## src/rtl/hsv_color_tracker.sv

```systemverilog
// HSV window classifier: emits a 1-cycle-latency mask stream and publishes the
// bounding box and count of matching pixels once per completed frame.
module hsv_color_tracker #(
    parameter int unsigned X_W        = 11,
    parameter int unsigned Y_W        = 10,
    parameter int unsigned CNT_W      = 20,
    parameter int unsigned MIN_PIXELS = 64
) (
    input  logic             pclk,
    input  logic             rst,
    input  logic             hsv_de,
    input  logic             hsv_vs,
    input  logic [23:0]      hsv24,
    input  logic [7:0]       h_lo,
    input  logic [7:0]       h_hi,
    input  logic [7:0]       s_lo,
    input  logic [7:0]       v_lo,
    output logic             mask_de,
    output logic             mask_vs,
    output logic             mask_bit,
    output logic             box_valid,
    output logic             box_found,
    output logic [X_W-1:0]   x_min,
    output logic [X_W-1:0]   x_max,
    output logic [Y_W-1:0]   y_min,
    output logic [Y_W-1:0]   y_max,
    output logic [CNT_W-1:0] pix_cnt
);
    localparam logic [CNT_W-1:0] MIN_CNT = CNT_W'(MIN_PIXELS);

    typedef enum logic [1:0] {S_WAIT, S_VSYNC, S_ACTIVE} state_t;

    state_t           state;
    logic             de_d1;
    logic             vs_d1;
    logic [X_W-1:0]   x_cnt;
    logic [Y_W-1:0]   y_cnt;
    logic [X_W-1:0]   acc_xmin;
    logic [X_W-1:0]   acc_xmax;
    logic [Y_W-1:0]   acc_ymin;
    logic [Y_W-1:0]   acc_ymax;
    logic [CNT_W-1:0] acc_cnt;

    logic [7:0] hue;
    logic [7:0] sat;
    logic [7:0] val;
    logic       hue_ok_c;
    logic       match_c;
    logic       vs_rise_c;
    logic       found_c;

    assign hue = hsv24[23:16];
    assign sat = hsv24[15:8];
    assign val = hsv24[7:0];

    // h_lo > h_hi selects a window that wraps through hue 0 (reds)
    assign hue_ok_c  = (h_lo <= h_hi) ? ((hue >= h_lo) && (hue <= h_hi))
                                      : ((hue >= h_lo) || (hue <= h_hi));
    assign match_c   = hsv_de & hue_ok_c & (sat >= s_lo) & (val >= v_lo);
    assign vs_rise_c = hsv_vs & ~vs_d1;
    assign found_c   = (acc_cnt >= MIN_CNT);

    always_ff @(posedge pclk or posedge rst) begin
        if (rst) begin
            state     <= S_WAIT;
            de_d1     <= 1'b0;
            vs_d1     <= 1'b0;
            x_cnt     <= '0;
            y_cnt     <= '0;
            acc_xmin  <= '1;
            acc_xmax  <= '0;
            acc_ymin  <= '1;
            acc_ymax  <= '0;
            acc_cnt   <= '0;
            mask_de   <= 1'b0;
            mask_vs   <= 1'b0;
            mask_bit  <= 1'b0;
            box_valid <= 1'b0;
            box_found <= 1'b0;
            x_min     <= '0;
            x_max     <= '0;
            y_min     <= '0;
            y_max     <= '0;
            pix_cnt   <= '0;
        end else begin
            de_d1     <= hsv_de;
            vs_d1     <= hsv_vs;
            mask_de   <= hsv_de;
            mask_vs   <= hsv_vs;
            mask_bit  <= match_c;
            box_valid <= 1'b0;

            // x/y hold the position of the pixel currently on hsv24
            if (hsv_de) begin
                if (x_cnt != '1) x_cnt <= x_cnt + X_W'(1);
            end else if (de_d1) begin
                x_cnt <= '0;
                if (y_cnt != '1) y_cnt <= y_cnt + Y_W'(1);
            end
            if (vs_rise_c) y_cnt <= '0;

            case (state)
                S_WAIT: begin
                    if (vs_rise_c) state <= S_VSYNC;
                end
                S_VSYNC: begin
                    acc_xmin <= '1;
                    acc_xmax <= '0;
                    acc_ymin <= '1;
                    acc_ymax <= '0;
                    acc_cnt  <= '0;
                    x_cnt    <= '0;
                    y_cnt    <= '0;
                    if (!hsv_vs) state <= S_ACTIVE;
                end
                S_ACTIVE: begin
                    // a pixel arriving with the closing vs edge is left out of the frame
                    if (vs_rise_c) begin
                        box_valid <= 1'b1;
                        box_found <= found_c;
                        pix_cnt   <= acc_cnt;
                        x_min     <= found_c ? acc_xmin : '0;
                        x_max     <= found_c ? acc_xmax : '0;
                        y_min     <= found_c ? acc_ymin : '0;
                        y_max     <= found_c ? acc_ymax : '0;
                        state     <= S_VSYNC;
                    end else if (match_c) begin
                        if (x_cnt < acc_xmin) acc_xmin <= x_cnt;
                        if (x_cnt > acc_xmax) acc_xmax <= x_cnt;
                        if (y_cnt < acc_ymin) acc_ymin <= y_cnt;
                        if (y_cnt > acc_ymax) acc_ymax <= y_cnt;
                        if (acc_cnt != '1) acc_cnt <= acc_cnt + CNT_W'(1);
                    end
                end
                default: state <= S_WAIT;
            endcase
        end
    end
endmodule

```

## config.mk

```make
export PLATFORM = sky130hd
export DESIGN_NAME = hsv_color_tracker
export DESIGN_NICKNAME = d
export VERILOG_FILES = /design/src/rtl/hsv_color_tracker.sv
export SDC_FILE = /design/constraint.sdc
export NUM_CORES = 1
export LEC_CHECK = 0
export ABC_AREA = 1
export CORE_AREA = 2 2 159 122
export CTS_CLUSTER_DIAMETER = 30
export DETAILED_ROUTE_END_ITERATION = 7
export DIE_AREA = 0 0 161 124
export PLACE_DENSITY_LB_ADDON = 0.1
export SETUP_SLACK_MARGIN = 0.5
export SYNTH_ARGS = -nofsm -noshare
export SYNTH_HDL_FRONTEND = slang
export SYNTH_SLANG_ARGS = --single-unit
export TNS_END_PERCENT = 30
```

## constraint.sdc

```tcl
create_clock -name pclk -period 17.95 [get_ports pclk]
set_clock_uncertainty 0.1 [all_clocks]
set_input_delay 5.385 -clock pclk [delete_from_list [all_inputs] [get_ports pclk]]
set_output_delay 5.385 -clock pclk [all_outputs]
set_load 0.02 [all_outputs]
```

==> results.tsv <==
metric	value	unit
n_diodes	0	
# DRC	0	
Non-Filler Instances	1516	
clk_lat worst skew	430	ps
status	complete, no violations	
Chip Width	161	um
hold_buf cts	0	
initial antenna violation count	0	
first-pass GRT wire length	38200	um
post-CTS setup buffer count	0	
RSZ-0062 raised after global routing	false	
Fill cells	1660	
final hold vios	0	
WP data required	18160	ps
Crit path max-delay family	simple AND/OR/NAND/NOR gates	
die area	20000	um2
share of layout cells above drive strength 1	6.70	%
nets@finish	1400	
Port Buffers	126	
initial DRC count	603	
# setup viols final	0	
Final ANT Viol Nets	0	
Ports	127	
max incr delay on CP	760	ps
Final period util	46.8	%
Max Slew Vio Count	0	
relative slew slack	41.3	%
average vias per placed instance	5.19	
fin util	60.5	%
Post-Synthesis Cell Area	9030	um2
fmax	0.119	GHz
CTS Sinks	152	
Synth area leader	dfrtp_1	
placed insts	1484	
die height	124	um
clock transition at the registers of the reported paths	60	ps
CTS buffer count	17	
most frequent CP cell	nand2_1	
top_reg_cell synth	dfrtp_1	
multi-input combinational cell area	4400	um2
total area of sequential cells	3830	um2
dpl hpwl	16100	um
GRT Residual Overflow	0	
Leak	0.00537	uW
setup TNS	0	ps
pin count of the biggest net entering global routing	88	
Critical Path End Type	flip-flop	
Mapped Nets	1289	
worst hold slack	348	ps
Post-synth EDFFs	0	
row count	43	
Final Critical Period	8400	ps
FF+latch count, synth	152	
CP startpoint kind	primary input	
CTS root buffer	clkbuf_16	
main area contributors after synthesis	dfrtp_1, nand2_1, ha_1	
Yosys warnings	0	
synth unique cells	42	
max_cap viols	0	
crit path max-delay cell type	nand3_1	
Cells after Synth	1145	
Crit Path Class	primary input to flip-flop	
global placer's final weighted congestion	0.899	
total number of vias	7869	
Critical path buffers and inverters	3	
crit path max fanout	57	
Global Route Usage Sum	24.0	%
Power Dens Cells	92.6	nW/um2
Area Overhead vs Synth	22.6	%
Seq/Total Area, Yosys	42.4	%
cell chain of the critical path	clkdlybuf4s50_1 -> inv_1 -> ha_1 -> nand2_1 -> nand3_1 -> nand2_1 -> nand2_1 -> nand2_1 -> nand2_1 -> nor2_1 -> nor2_1 -> nand4_2 -> nand2_2 -> buf_4 -> nand3_1 -> nand2_1 -> nand2_1	
CTS-repair resized insts	0	
starting density of the core	49.4	%
vias in the first global route	7602	
Yosys top cell area share	36.3	%
Placeable Area	18300	um2
Syn Area/Cell	7.89	um2
Slew @ Worst Pin	872	ps
Arr. time, crit path	8610	ps
VDD IR max	0.0617	mV
Hold Crit Class	flip-flop to flip-flop	
Longest Clk Path Bufs	2	
CTS tree	done	
routed len/inst	15.0	um
most common cell in the netlist	nand2_1	
DRT Wirelength	22700	um
drt pass-1 iters	7	
CTS H-tree depth	4	
Synth top cells by count	nand2_1, inv_1, dfrtp_1	
asr flop ratio synth	100	%
per-layer routing:
layer	up-vias	track usage (%)	part of all wire, %
met5	-	0	0
met4	0	5.58	1.0
met3	27	4.36	5.5
li1	3969	-	-
met2	215	36.9	44
met1	3658	35.4	50
worst paths after layout:
kind | to | from | slack [ps] | cells after the start
setup / recovery | acc_cnt[11]$_DFFE_PP0P_ | h_lo[1] | 9550 | 17
hold / removal | state[0]$_DFFE_PP0P_ | state[1]$_DFFE_PP0P_ | 350 | 1
setup reg to reg | acc_xmin[0]$_DFFE_PP1P_ | state[0]$_DFFE_PP0P_ | 14480 | 8
hold reg to reg | state[0]$_DFFE_PP0P_ | state[1]$_DFFE_PP0P_ | 350 | 1
max in group asynchronous | acc_cnt[17]$_DFFE_PP0P_ | rst | 10980 | 3
min in group asynchronous | x_min[5]$_DFFE_PP0P_ | rst | 5380 | 2
worst register-to-register path, cell delays in order, from the launching register on:
cell	delay, ps
dfrtp_1	420
nor2_4	710
inv_2	490
nor2_2	370
inv_4	270
buf_4	540
nand3_2	360
nand2_1	90
nand2_1	70
cells by family after synthesis:
group	synth area share, %
AND/OR/NAND/NOR	26.2
buffers and inverters	9.05
AO/OA/AOI/OAI	9.99
flip-flops	42.4
adder cells (fa/ha/maj)	11.6
XOR/XNOR	0.776
cells in the final DEF, fill, tap and decap left out, types with 2 or more instances in the layout:
| cell type | netlist | layout |
|---|---|---|
| o2111ai_1 | 2 | 2 |
| o211ai_1 | 2 | 2 |
| inv_1 | 154 | 153 |
| nor2_2 | 4 | 4 |
| nor4_1 | 2 | 2 |
| a21oi_1 | 56 | 56 |
| nor2_4 | 4 | 4 |
| nand2_1 | 317 | 317 |
| ha_1 | 84 | 84 |
| a211oi_1 | 5 | 5 |
| clkdlybuf4s50_1 | 0 | 126 |
| nor3_2 | 2 | 2 |
| clkinv_4 | 0 | 2 |
| inv_4 | 1 | 2 |
| inv_2 | 4 | 3 |
| nand3_2 | 3 | 3 |
| clkbuf_8 | 0 | 3 |
| or2_2 | 3 | 3 |
| nand4_1 | 65 | 65 |
| nor2_1 | 76 | 76 |
| nor3_1 | 15 | 15 |
| o21ai_1 | 4 | 4 |
| nand2_2 | 6 | 6 |
| buf_4 | 2 | 5 |
| clkbuf_1 | 16 | 5 |
| o21a_1 | 5 | 5 |
| xor2_1 | 8 | 8 |
| o21ai_0 | 86 | 86 |
| dfrtp_1 | 131 | 131 |
| clkbuf_16 | 0 | 17 |
| bufinv_16 | 0 | 4 |
| nand3_1 | 36 | 36 |
| dfstp_2 | 21 | 21 |
report_power, final:
part           total (uW)  internal, uW  switching [uW]
Clock                 387           244             142
Combinational         222          81.1             141
Sequential            417           394            22.3
Total                1030           720             306
per-stage QoR:
stage	area, um2	worst slack (ps)	total power (uW)
floorplan	9030	8410	568
global placement	10400	9270	639
detailed placement	10400	9150	645
CTS	11100	9570	1030
global route	11100	9220	1080
finish	11100	9550	1030
sequential cells by signal, indices dropped and copies added, names as in the netlist:
signal,cells
x_cnt,11
box_found,1
y_cnt,10
mask_bit,1
state,2
y_max,10
y_min,10
acc_cnt,20
x_min,11
pix_cnt,20
acc_ymin,10
vs_d1,1
de_d1,1
acc_xmax,11
acc_xmin,11
acc_ymax,10
box_valid,1
x_max,11
cell type report:
cell class	instances	share of cell area, %
Multi-Input combinational cell	794	39.7
Timing Repair Buffer	131	11.7
Sequential cell	152	34.6
Clock inverter	7	1.29
Clock buffer	25	4.38
Tap cell	247	2.79
Inverter	160	5.51
(Power assumes the default switching activity.)
